==> config.mk <==
export PLATFORM = sky130hd
export DESIGN_NAME = multi_cycle_control_flat
export DESIGN_NICKNAME = d
export VERILOG_FILES = /design/src/rtl/cpu_pkg.sv /design/src/rtl/multi_cycle_control_if.sv /design/src/rtl/alu_func_decode.sv /design/src/rtl/multi_cycle_control.sv /design/src/flat_wrapper.sv
export SDC_FILE = /design/constraint.sdc
export NUM_CORES = 1
export LEC_CHECK = 0
export ABC_AREA = 0
export CAP_MARGIN = 20
export CORE_MARGIN = 3
export CORE_UTILIZATION = 35
export DETAILED_ROUTE_END_ITERATION = 12
export PLACE_DENSITY = 0.85
export SYNTH_ARGS = -nofsm -noshare
export SYNTH_HDL_FRONTEND = slang
export SYNTH_SLANG_ARGS = --single-unit
export TNS_END_PERCENT = 1
==> constraint.sdc <==
create_clock -name clk -period 1.6 [get_ports clk]
set_clock_uncertainty 0.1 [all_clocks]
set_input_delay 0.32 -clock clk [delete_from_list [all_inputs] [get_ports clk]]
set_output_delay 0.32 -clock clk [all_outputs]
set_load 0.05 [all_outputs]
==> src/rtl/cpu_pkg.sv <==
// Shared constants for the multi-cycle CPU: opcodes, funct codes, ALU codes,
// datapath mux encodings and the controller state enum.
package cpu_pkg;

    localparam logic [5:0] OpRtype = 6'b000000;
    localparam logic [5:0] OpLw    = 6'b100011;
    localparam logic [5:0] OpSw    = 6'b101011;
    localparam logic [5:0] OpBeq   = 6'b000100;
    localparam logic [5:0] OpJ     = 6'b000010;
    localparam logic [5:0] OpAddi  = 6'b001000;

    localparam logic [5:0] FnAdd = 6'b100000;
    localparam logic [5:0] FnSub = 6'b100010;
    localparam logic [5:0] FnAnd = 6'b100100;
    localparam logic [5:0] FnOr  = 6'b100101;
    localparam logic [5:0] FnSlt = 6'b101010;
    localparam logic [5:0] FnNor = 6'b100111;

    localparam logic [3:0] AluAnd = 4'b0000;
    localparam logic [3:0] AluOr  = 4'b0001;
    localparam logic [3:0] AluAdd = 4'b0010;
    localparam logic [3:0] AluSub = 4'b0110;
    localparam logic [3:0] AluSlt = 4'b0111;
    localparam logic [3:0] AluNor = 4'b1100;

    localparam logic [1:0] SrcBReg    = 2'd0;
    localparam logic [1:0] SrcBFour   = 2'd1;
    localparam logic [1:0] SrcBImm    = 2'd2;
    localparam logic [1:0] SrcBImmSh2 = 2'd3;

    localparam logic [1:0] PcSrcAlu    = 2'd0;
    localparam logic [1:0] PcSrcAluOut = 2'd1;
    localparam logic [1:0] PcSrcJump   = 2'd2;

    typedef enum logic [3:0] {
        StFetch    = 4'd0,
        StDecode   = 4'd1,
        StMemAddr  = 4'd2,
        StMemRd    = 4'd3,
        StMemWb    = 4'd4,
        StMemWr    = 4'd5,
        StExec     = 4'd6,
        StRWb      = 4'd7,
        StBranch   = 4'd8,
        StJump     = 4'd9,
        StAddiExec = 4'd10,
        StAddiWb   = 4'd11
    } state_e;

endpackage

==> src/rtl/multi_cycle_control_if.sv <==
// Controller <-> datapath signal bundle; master is the controller side.
interface multi_cycle_control_if;

    logic [5:0] opcode;
    logic [5:0] funct;
    logic       Zero;
    logic       mem_ready;
    logic       PCWrite;
    logic       IorD;
    logic       MemRead;
    logic       MemWrite;
    logic       IRWrite;
    logic       RegDst;
    logic       MemtoReg;
    logic       RegWrite;
    logic       ALUSrcA;
    logic [1:0] ALUSrcB;
    logic [1:0] PCSource;
    logic [3:0] ALU_Control;
    logic       illegal;
    logic [3:0] state;

    modport master (
        input  opcode, funct, Zero, mem_ready,
        output PCWrite, IorD, MemRead, MemWrite, IRWrite, RegDst, MemtoReg, RegWrite,
               ALUSrcA, ALUSrcB, PCSource, ALU_Control, illegal, state
    );

    modport slave (
        output opcode, funct, Zero, mem_ready,
        input  PCWrite, IorD, MemRead, MemWrite, IRWrite, RegDst, MemtoReg, RegWrite,
               ALUSrcA, ALUSrcB, PCSource, ALU_Control, illegal, state
    );

endinterface

==> src/rtl/alu_func_decode.sv <==
// R-type funct to ALU control code; unsupported funct yields AND with valid_o low.
module alu_func_decode
    import cpu_pkg::*;
(
    input  logic [5:0] funct_i,
    output logic [3:0] alu_control_o,
    output logic       valid_o
);

    always_comb begin
        valid_o       = 1'b1;
        alu_control_o = AluAnd;
        case (funct_i)
            FnAdd:   alu_control_o = AluAdd;
            FnSub:   alu_control_o = AluSub;
            FnAnd:   alu_control_o = AluAnd;
            FnOr:    alu_control_o = AluOr;
            FnSlt:   alu_control_o = AluSlt;
            FnNor:   alu_control_o = AluNor;
            default: valid_o       = 1'b0;
        endcase
    end

endmodule

==> src/rtl/multi_cycle_control.sv <==
// Multi-cycle MIPS-subset controller: sequences fetch/decode/execute/memory/write-back
// and decodes datapath selects and strobes from the current state.
module multi_cycle_control
    import cpu_pkg::*;
(
    input logic                   clk,
    input logic                   rst_n,
    multi_cycle_control_if.master bus
);

    state_e     state_q, state_d;
    logic       run_q;
    logic       illegal_q, illegal_d;
    logic       is_sw_q, is_sw_d;
    logic [3:0] funct_alu;
    logic       funct_valid;

    logic       pc_write, iord, mem_read, mem_write, ir_write;
    logic       reg_dst, mem_to_reg, reg_write, alu_src_a;
    logic [1:0] alu_src_b, pc_source;
    logic [3:0] alu_control;

    alu_func_decode u_alu_func_decode (
        .funct_i       (bus.funct),
        .alu_control_o (funct_alu),
        .valid_o       (funct_valid)
    );

    always_comb begin
        state_d     = state_q;
        illegal_d   = illegal_q;
        is_sw_d     = is_sw_q;
        pc_write    = 1'b0;
        iord        = 1'b0;
        mem_read    = 1'b0;
        mem_write   = 1'b0;
        ir_write    = 1'b0;
        reg_dst     = 1'b0;
        mem_to_reg  = 1'b0;
        reg_write   = 1'b0;
        alu_src_a   = 1'b0;
        alu_src_b   = SrcBReg;
        pc_source   = PcSrcAlu;
        alu_control = AluAdd;

        case (state_q)
            StFetch: begin
                mem_read  = 1'b1;
                alu_src_b = SrcBFour;
                if (bus.mem_ready) begin
                    ir_write = 1'b1;
                    pc_write = 1'b1;
                    state_d  = StDecode;
                end
            end
            StDecode: begin
                alu_src_b = SrcBImmSh2;
                case (bus.opcode)
                    OpLw: begin
                        is_sw_d = 1'b0;
                        state_d = StMemAddr;
                    end
                    OpSw: begin
                        is_sw_d = 1'b1;
                        state_d = StMemAddr;
                    end
                    OpRtype: state_d = StExec;
                    OpBeq:   state_d = StBranch;
                    OpJ:     state_d = StJump;
                    OpAddi:  state_d = StAddiExec;
                    default: begin
                        illegal_d = 1'b1;
                        state_d   = StFetch;
                    end
                endcase
            end
            StMemAddr: begin
                alu_src_a = 1'b1;
                alu_src_b = SrcBImm;
                state_d   = is_sw_q ? StMemWr : StMemRd;
            end
            StMemRd: begin
                mem_read = 1'b1;
                iord     = 1'b1;
                if (bus.mem_ready) state_d = StMemWb;
            end
            StMemWb: begin
                reg_write  = 1'b1;
                mem_to_reg = 1'b1;
                state_d    = StFetch;
            end
            StMemWr: begin
                mem_write = 1'b1;
                iord      = 1'b1;
                if (bus.mem_ready) state_d = StFetch;
            end
            StExec: begin
                alu_src_a   = 1'b1;
                alu_control = funct_alu;
                if (funct_valid) begin
                    state_d = StRWb;
                end else begin
                    illegal_d = 1'b1;
                    state_d   = StFetch;
                end
            end
            StRWb: begin
                reg_write = 1'b1;
                reg_dst   = 1'b1;
                state_d   = StFetch;
            end
            StBranch: begin
                alu_src_a   = 1'b1;
                alu_control = AluSub;
                pc_source   = PcSrcAluOut;
                pc_write    = bus.Zero;
                state_d     = StFetch;
            end
            StJump: begin
                pc_source = PcSrcJump;
                pc_write  = 1'b1;
                state_d   = StFetch;
            end
            StAddiExec: begin
                alu_src_a = 1'b1;
                alu_src_b = SrcBImm;
                state_d   = StAddiWb;
            end
            StAddiWb: begin
                reg_write = 1'b1;
                state_d   = StFetch;
            end
            default: state_d = StFetch;
        endcase

        // Hold in FETCH until the cycle after reset release.
        if (!run_q) state_d = StFetch;
    end

    always_ff @(posedge clk or negedge rst_n) begin
        if (!rst_n) begin
            state_q   <= StFetch;
            run_q     <= 1'b0;
            illegal_q <= 1'b0;
            is_sw_q   <= 1'b0;
        end else begin
            state_q   <= state_d;
            run_q     <= 1'b1;
            illegal_q <= illegal_d;
            is_sw_q   <= is_sw_d;
        end
    end

    // run_q clears asynchronously, so strobes drop the moment reset asserts.
    assign bus.PCWrite     = pc_write & run_q;
    assign bus.MemRead     = mem_read & run_q;
    assign bus.MemWrite    = mem_write & run_q;
    assign bus.IRWrite     = ir_write & run_q;
    assign bus.RegWrite    = reg_write & run_q;
    assign bus.IorD        = iord;
    assign bus.RegDst      = reg_dst;
    assign bus.MemtoReg    = mem_to_reg;
    assign bus.ALUSrcA     = alu_src_a;
    assign bus.ALUSrcB     = alu_src_b;
    assign bus.PCSource    = pc_source;
    assign bus.ALU_Control = alu_control;
    assign bus.illegal     = illegal_q;
    assign bus.state       = state_q;

endmodule

==> src/flat_wrapper.sv <==
// flat-port wrapper written by rule: the top's interface ports become plain ports
module multi_cycle_control_flat import cpu_pkg::*;
  (clk, rst_n, bus_opcode, bus_funct, bus_Zero, bus_mem_ready, bus_PCWrite, bus_IorD, bus_MemRead, bus_MemWrite, bus_IRWrite, bus_RegDst, bus_MemtoReg, bus_RegWrite, bus_ALUSrcA, bus_ALUSrcB, bus_PCSource, bus_ALU_Control, bus_illegal, bus_state);
  multi_cycle_control_if bus_i ();
  input logic clk;
  input logic rst_n;
  input wire logic [$bits(bus_i.opcode)-1:0] bus_opcode;
  input wire logic [$bits(bus_i.funct)-1:0] bus_funct;
  input wire logic [$bits(bus_i.Zero)-1:0] bus_Zero;
  input wire logic [$bits(bus_i.mem_ready)-1:0] bus_mem_ready;
  output wire logic [$bits(bus_i.PCWrite)-1:0] bus_PCWrite;
  output wire logic [$bits(bus_i.IorD)-1:0] bus_IorD;
  output wire logic [$bits(bus_i.MemRead)-1:0] bus_MemRead;
  output wire logic [$bits(bus_i.MemWrite)-1:0] bus_MemWrite;
  output wire logic [$bits(bus_i.IRWrite)-1:0] bus_IRWrite;
  output wire logic [$bits(bus_i.RegDst)-1:0] bus_RegDst;
  output wire logic [$bits(bus_i.MemtoReg)-1:0] bus_MemtoReg;
  output wire logic [$bits(bus_i.RegWrite)-1:0] bus_RegWrite;
  output wire logic [$bits(bus_i.ALUSrcA)-1:0] bus_ALUSrcA;
  output wire logic [$bits(bus_i.ALUSrcB)-1:0] bus_ALUSrcB;
  output wire logic [$bits(bus_i.PCSource)-1:0] bus_PCSource;
  output wire logic [$bits(bus_i.ALU_Control)-1:0] bus_ALU_Control;
  output wire logic [$bits(bus_i.illegal)-1:0] bus_illegal;
  output wire logic [$bits(bus_i.state)-1:0] bus_state;
  assign bus_i.opcode = bus_opcode;
  assign bus_i.funct = bus_funct;
  assign bus_i.Zero = bus_Zero;
  assign bus_i.mem_ready = bus_mem_ready;
  assign bus_PCWrite = bus_i.PCWrite;
  assign bus_IorD = bus_i.IorD;
  assign bus_MemRead = bus_i.MemRead;
  assign bus_MemWrite = bus_i.MemWrite;
  assign bus_IRWrite = bus_i.IRWrite;
  assign bus_RegDst = bus_i.RegDst;
  assign bus_MemtoReg = bus_i.MemtoReg;
  assign bus_RegWrite = bus_i.RegWrite;
  assign bus_ALUSrcA = bus_i.ALUSrcA;
  assign bus_ALUSrcB = bus_i.ALUSrcB;
  assign bus_PCSource = bus_i.PCSource;
  assign bus_ALU_Control = bus_i.ALU_Control;
  assign bus_illegal = bus_i.illegal;
  assign bus_state = bus_i.state;
  multi_cycle_control u_core (.clk(clk), .rst_n(rst_n), .bus(bus_i));
endmodule
==> results.md, run 1 <==
- Starting Density: 0.376
- Clock buffer depth: 2
- Cts bufs inserted: 3
- Yosys cell types: 36
- Sequential area share after synthesis: 0.235
- Error: [ERROR DPL-0038] Utilization greater than 100%, impossible to legalize
- Dpl cells: 199
- Port Buffers: 37
- Synth Flop Type: dfrtp_1
- Status: stopped before the end
- #FFs+latches synth: 7
- Dpl cell area: 1770 µm²
- Row Count: 16
- Exit stage: 5_1_grt
- Die X: 52.2 µm
- EDFF count, synth: 0
- Routability cong.: 0.954
- Mapped cell area: 746 µm²
- Htree depth: 1
- Clock root buffer master: clkbuf_4
- Worst setup endpoint after the global-route repair_timing: bus_MemWrite
- Syn_nets: 120
- Post-DP HPWL: 2900 µm
- Chip Height: 52.2 µm
- Pin count of the biggest net entering global routing: 16
- Worst endpoint type: top-level output
- # IOs: 38
- Cells after synthesis: 104
- Clock sinks: 7
- Ys Warns: 0
- Synth Area per Inst: 7.17 µm²
- Fraction of registers with async set/reset: 1.00
-- cell usage after synthesis (3+ instances only) --
cell type / number / area, µm²
nor2b_1: 5 / 31.3
nor2_1: 11 / 41.3
nand2b_1: 4 / 25.0
o21ai_0: 9 / 45.0
a21oi_1: 5 / 25.0
clkbuf_1: 5 / 18.8
nand2_1: 8 / 30.0
nor3_1: 9 / 45.0
or4_1: 3 / 22.5
a211oi_1: 3 / 22.5
dfrtp_1: 7 / 175
-- cell families after synthesis --
group | synth area share
mux | 0.0151
buf+inv | 0.0352
flops | 0.235
xor+xnor | 0.0470
compound gates | 0.277
simple gates | 0.386
other cells | 0.00503
-- per-stage QoR --
stage                util  hold slack, ps  setup TNS [ps]  worst slack [ps]
detailed placement  0.893             443           -5510              -606
global placement    0.893             425           -4470              -454
floorplan               -           -75.6           -4920              -389
CTS                 0.975             209           -6210              -373
-- what timing repair did --
action,CTS
resized for setup,37
pin swaps,13
setup buffers,2
hold buffers,0
endpoints found under the setup margin,23
==> run 2, diff against run 1 <==
--- a/config.mk
+++ b/config.mk
@@ -7,10 +7,10 @@
 export LEC_CHECK = 0
 export ABC_AREA = 0
 export CAP_MARGIN = 20
-export CORE_MARGIN = 3
-export CORE_UTILIZATION = 35
+export CORE_AREA = 3 3 64 66
 export DETAILED_ROUTE_END_ITERATION = 12
-export PLACE_DENSITY = 0.85
+export DIE_AREA = 0 0 67 69
+export PLACE_DENSITY_LB_ADDON = 0.15
 export SYNTH_ARGS = -nofsm -noshare
 export SYNTH_HDL_FRONTEND = slang
 export SYNTH_SLANG_ARGS = --single-unit
==> constraint.sdc (replaced) <==
create_clock -name clk -period 2.1 [get_ports clk]
set_clock_uncertainty 0.1 [all_clocks]
set_input_delay 0.42 -clock clk [delete_from_list [all_inputs] [get_ports clk]]
set_output_delay 0.42 -clock clk [all_outputs]
set_load 0.05 [all_outputs]
==> results.md, run 2 <==
- Status: finished, violations left
- Failing checks: negative setup slack
- Commonest cells in the synthesized netlist: nor2_1, nor3_1, o21ai_0
- Critical path launch point type: primary input
- Post-DP HPWL: 2300 µm (-21%)
- Layout Nets: 181
- Max stage delay on crit path: 420 ps
- Leakage: 0.662 nW
- Pin count of the biggest net entering global routing: 15
- Min Tclk post-route: 2110 ps
- Peak supply drop: 299 µV
- Vias in the first global route: 1017
- DP Worst Slack: -240 ps (+366 ps)
- Die X: 67 µm (+28%)
- Die ar.: 4620 µm²
- Unrepaired setup endpoints after global routing: yes
- DR vias: 1023
- Reg2reg end: u_core.bus.state[3]
- FMAX: 0.474 GHz
- Iteration-0 DRC Markers: 30
- Dpl cells: 206 (+3.5%)
- Fillcell total: 371
- Drt wl/cell: 13.6 µm
- Syn_nets: 120 (unchanged)
- Reg-to-reg slack, setup: 210 ps
- Routed Antenna Nets: 0
- Slew Viols, Final: 0
- Reg-to-Reg Start: u_core.bus.state[3]
- Pwr/cell area: 360 nW/µm²
- Mapped cell area: 746 µm² (unchanged)
- Critical Path, Cell by Cell: clkdlybuf4s50_1, nand2b_4, buf_4, o41ai_4, buf_12
- WP data required: 1580 ps
- Crit-path slowest cell: clkdlybuf4s50_1
- Core outline area: 3630 µm²
- Sequential area share after synthesis: 0.235 (unchanged)
- Clk slew on worst S/H paths: 40 ps
- Cell family contributing the most delay on the critical path: buffers and inverters
- Port Buffers: 37 (unchanged)
- Clock sinks: 7 (unchanged)
- Starting Density: 0.205 (-0.171)
- Synth Flop Type: dfrtp_1
- WS Path Type: primary input to output port
- Cts bufs inserted: 3 (unchanged)
- Largest register FFs: 4
- Post-route DRC: 0
- Gr ovfl total: 0
- Initial antenna violation count: 0
- Max-cap violations: 0
- Via-to-Cell Ratio: 4.83
- Clock latency on the worst-skew pair: 220 ps
- Most frequent cell after synthesis: nor2_1
- Final-report setup violation count: 1
- TritonCTS clock tree: done
- Cells after synthesis: 104 (unchanged)
- Commonest non-fill, non-tap cell in the layout: buf_4
- Final period util: 1.00
- # IOs: 38 (unchanged)
- Final cell count without fillers: 212
- EDFF count, synth: 0 (unchanged)
- Worst R2R Path Depth: 4
- Ys Warns: 0 (unchanged)
- Area contributors post-synth: dfrtp_1, nor3_1, o21ai_0
- Clock buffer depth: 2 (unchanged)
- Crit-path max FO: 2
- Pre-Repair DR Iteration Count: 4
- Yosys cell types: 36 (unchanged)
- Diodes inserted: 0
- Area Overhead vs Synth: 124%
- Final hold vios: 0
- Fraction of registers with async set/reset: 1.00 (unchanged)
- Final worst slack: -8.64 ps
- Htree depth: 1 (unchanged)
- Crit path buffers/inverters: 3
- CP endpoint kind: output port
- Most frequent cells in the layout: buf_4, buf_12, clkdlybuf4s50_1
- Chip Height: 69 µm (+32%)
- Global-route total usage across every layer: 0.125
- Row Count: 22 (+6)
- CP arrival: 1590 ps
- Clock root buffer master: clkbuf_8
- Layout cells sized above 1: 0.439
- Global-route wire length before repair: 4710 µm
- DRT Wirelength: 2890 µm
- #FFs+latches synth: 7 (unchanged)
- Synth Area per Inst: 7.17 µm² (unchanged)
- Proportion of netlist area held by the largest area contributor: 0.235 (unchanged)
- Routability cong.: 0.891 (-6.7%)
- Hold WC Path Type: primary input to async pin
- Yosys top cell by area: dfrtp_1
run 2: cell counts after synthesis:
No cell type changed its count.
run 2: area by class of cell:
class                           count  area [µm²]  share of cell area
Timing Repair Buffer               61         744               0.446
Inverter                            2        7.51             0.00449
Sequential cell                     7         179               0.107
Multi-Input combinational cell     90         634               0.380
Tap cell                           48        60.1              0.0360
Clock buffer                        4        45.0              0.0270
run 2: kinds of logic (layout without fill, tap and decap cells):
group,Yosys count,after routing,synth area share
mux,1,1,0.0151
other cells,1,1,0.00503
simple gates,53,53,0.386
buf+inv,7,67,0.0352
flops,7,7,0.235
xor+xnor,4,4,0.0470
compound gates,31,31,0.277
run 2: per-layer routing:
metal	track usage	wire length, µm	share of wire	vias up
met5	0	0	0	-
met4	0.0293	7	0.0024	0
met3	0.0147	129	0.045	2
met2	0.215	1500	0.52	32
met1	0.162	1260	0.43	478
li1	-	-	-	511
run 2: where the power goes:
group          leakage, nW  total (mW)  internal [mW]  switching (mW)
logic                0.556       0.264          0.129           0.135
clock network       0.0228       0.184          0.131          0.0532
registers           0.0837       0.154          0.144         0.00982
run 2: per-stage QoR:
stage,TNS [ps],util,hold slack [ps],total power [mW],instance area [µm²]
floorplan,-4990,-,24.4,0.270,773
global placement,-596,0.425,376,0.408,1550
detailed placement,-819,0.425,362,0.410,1550
CTS,-8.87,0.452,358,0.602,1640
global route,-85.6,0.460,363,0.638,1670
finish,-8.64,0.460,355,0.602,1670
run 2: how the worst max path moves through the flow:
stage,start,end,slack (ps),cells after the start
after floorplan,u_core.bus.state[1],bus_IorD,-620,3
after global placement,bus_funct[4],bus_ALU_Control[3],-160,6
after detailed placement,bus_funct[4],bus_ALU_Control[3],-240,6
after CTS,bus_funct[4],bus_ALU_Control[3],-9,6
after global routing,bus_funct[1],bus_ALU_Control[0],-30,5
final,bus_funct[4],bus_ALU_Control[1],-9,5
run 2: what timing repair did:
item	4_1_cts	5_1_grt
setup buffers	2	0
resized for setup	13	10
pin swaps	3	1
hold buffers	0	0
setup endpoints to repair	5	12
(Power assumes the default switching activity.)
==> run 3, diff against run 2 <==
--- a/config.mk
+++ b/config.mk
@@ -10,6 +10,7 @@
 export CORE_AREA = 3 3 64 66
 export DETAILED_ROUTE_END_ITERATION = 12
 export DIE_AREA = 0 0 67 69
+export HOLD_SLACK_MARGIN = 0.03
 export PLACE_DENSITY_LB_ADDON = 0.15
 export SYNTH_ARGS = -nofsm -noshare
 export SYNTH_HDL_FRONTEND = slang
==> results of run 3 <==
The final DEF is identical to that of run 2; final timing and power are the same.
==> run 4, diff against run 3 <==
--- a/config.mk
+++ b/config.mk
@@ -5,7 +5,7 @@
 export SDC_FILE = /design/constraint.sdc
 export NUM_CORES = 1
 export LEC_CHECK = 0
-export ABC_AREA = 0
+export ABC_AREA = 1
 export CAP_MARGIN = 20
 export CORE_AREA = 3 3 64 66
 export DETAILED_ROUTE_END_ITERATION = 12
==> results.md, run 4 <==
- Proportion of netlist area held by the largest area contributor: 0.235 (-0.000393)
- Gr ovfl total: 0 (unchanged)
- CTS Hold Buffers Added: 0 (unchanged)
- Global-route total usage across every layer: 0.110 (-0.0146)
- Drt wl/cell: 10.4 µm (-24%)
- Fillcell total: 363 (-2.2%)
- Routability cong.: 0.812 (-8.8%)
- Global-route wire length before repair: 4180 µm (-11%)
- DRT Wirelength: 2450 µm (-15%)
- Starting Density: 0.206 (+0.000344)
- WS Path Type: register to output port
- Routed Antenna Nets: 0 (unchanged)
- Cts bufs inserted: 3 (unchanged)
- # IOs: 38 (unchanged)
- Diodes inserted: 0 (unchanged)
- Htree depth: 1 (unchanged)
- Die ar.: 4620 µm² (unchanged)
- Final hold vios: 0 (unchanged)
- Net Switching: 0.217 mW (+9.6%)
- Port Buffers: 37 (unchanged)
- Unrepaired setup endpoints after global routing: yes
- Yosys top cell by area: dfrtp_1
- CP endpoint kind: output port
- Clock latency on the worst-skew pair: 220 ps (about the same)
- Clock root buffer master: clkbuf_8
- Syn_nets: 151 (+26%)
- Pre-Repair DR Iteration Count: 4 (unchanged)
- Most frequent cell after synthesis: nor2_1
- Peak supply drop: 365 µV (+22%)
- DR vias: 996 (-2.6%)
- Worst R2R Path Depth: 9 (+5)
- Reg-to-Reg Start: u_core.bus.state[1]
- EDFF count, synth: 0 (unchanged)
- Min Tclk post-route: 2020 ps (-93.3 ps)
- Vias in the first global route: 1040 (+2.3%)
- Yosys cell types: 21 (-42%)
- Hold WS: 348 ps (-7.01 ps)
- Pwr/cell area: 388 nW/µm² (+7.6%)
- Synth Area per Inst: 5.53 µm² (-23%)
- Post-DP HPWL: 2060 µm (-11%)
- Power Internal: 0.387 mW (-4.1%)
- CP startpoint: u_core.bus.state[2]
- Largest register FFs: 4 (unchanged)
- Ys Warns: 0 (unchanged)
- Area contributors post-synth: dfrtp_1, nor2_1, inv_1
- Mapped cell area: 747 µm² (+0.17%)
- Max-cap violations: 0 (unchanged)
- Core outline area: 3630 µm² (unchanged)
- TritonCTS clock tree: done
- Via-to-Cell Ratio: 4.24 (-12%)
- Cells after synthesis: 135 (+30%)
- Dpl cells: 229 (+11%)
- Reg-to-reg slack, setup: 630 ps (+420 ps)
- CP arrival: 1500 ps (-90 ps)
- Slew Viols, Final: 0 (unchanged)
- Die X: 67 µm (unchanged)
- Leakage: 0.742 nW (+12%)
- Commonest cells in the synthesized netlist: nor2_1, inv_1, nand2_1
- Sequential area share after synthesis: 0.235 (-0.000393)
- Clock sinks: 7 (unchanged)
- Final period util: 0.960 (-0.0444)
- Post-route DRC: 0 (unchanged)
- Most frequent cells in the layout: inv_1, nand2_1, nor2_1
- Net Sw Frac: 0.359 (+0.0301)
- Final-report setup violation count: 0 (-1)
- Reg2reg end: u_core.bus.state[2]
- Iteration-0 DRC Markers: 43 (+43%)
- Commonest non-fill, non-tap cell in the layout: inv_1
- Clock share of power: 0.304 (-0.002)
- Hold WC Path Type: primary input to async pin
- Clock buffer depth: 2 (unchanged)
- #FFs+latches synth: 7 (unchanged)
- WP data required: 1580 ps (about the same)
- Area Overhead vs Synth: 109%
- Critical path launch point type: register
- Initial antenna violation count: 0 (unchanged)
- Crit-path max FO: 6 (+4)
- Chip Height: 69 µm (unchanged)
- FMAX: 0.496 GHz (+4.6%)
- Layout cells sized above 1: 0.385 (-0.0540)
- Synth Flop Type: dfrtp_1
- Status: finished, final reports clean
- Seq pwr share: 0.259 (+0.003)
- Fraction of registers with async set/reset: 1.00 (unchanged)
- Power Total: 0.604 mW (+0.38%)
- Comb power frac: 0.437 (about the same)
- Final cell count without fillers: 235 (+11%)
- Clk slew on worst S/H paths: 40 ps (about the same)
- Layout Nets: 204 (+13%)
- Row Count: 22 (unchanged)
- Pin count of the biggest net entering global routing: 8 (-7)
run 4: worst max-delay path, cell delays in order, from the launching register on:
cell and delay [ps]:
dfrtp_2 460, nor2_4 160, inv_4 80, nor2_2 120, nand2_1 130, a21oi_4 160
buf_12 150
run 4: worst max path at each step:
stage	endpoint	slack [ps]	cells past startpoint
2_1_floorplan	bus_PCWrite	-210	5
3_3_place_gp	bus_ALU_Control[2]	-80	9
3_5_place_dp	bus_ALU_Control[2]	-120	9
4_1_cts	bus_PCWrite	20	7
5_1_grt	bus_IorD	-8	6
6_report	bus_PCWrite	80	6
run 4: power by group through the flow:
stage / clock network, mW / registers, mW / logic [mW]
after detailed placement: 0 / 0.158 / 0.264
after floorplan: 0 / 0.172 / 0.127
final: 0.183 / 0.156 / 0.264
after global placement: 0 / 0.158 / 0.264
after CTS: 0.189 / 0.156 / 0.265
after global routing: 0.205 / 0.158 / 0.287
run 4: metrics by stage:
stage | util | setup TNS (ps) | cell area [µm²] | worst slack (ps)
3_5_place_dp | 0.405 | -314 | 1470 | -118
3_3_place_gp | 0.405 | -229 | 1470 | -84.2
4_1_cts | 0.426 | 0 | 1550 | 20.8
6_report | 0.429 | 0 | 1560 | 84.6
2_1_floorplan | - | -950 | 816 | -215
5_1_grt | 0.429 | -16.5 | 1560 | -8.18
run 4: area by class of cell:
type                       count  area (µm²)  share of cell area
clock buffer                   4        45.0              0.0289
inverter                      27         104              0.0666
multi-input combinational    101         569               0.365
sequential                     7         178               0.114
tap                           48        60.1              0.0385
timing repair buffer          48         603               0.387
run 4: kinds of logic after synthesis:
kind of cell,share of synthesized area
flip-flops,0.235
AND/OR/NAND/NOR,0.501
AO/OA/AOI/OAI,0.121
buffers and inverters,0.139
other,0.00502
run 4: repair_timing:
action                                  CTS  global route
resized for setup                        13             5
setup buffers                             2             0
pin swaps                                 5             0
endpoints found under the setup margin    5             7
run 4: routing by layer:
metal  wire [µm]  global-route usage
met5           0                   0
met4          17              0.0338
met3         134              0.0114
met2        1180               0.187
met1        1110               0.144
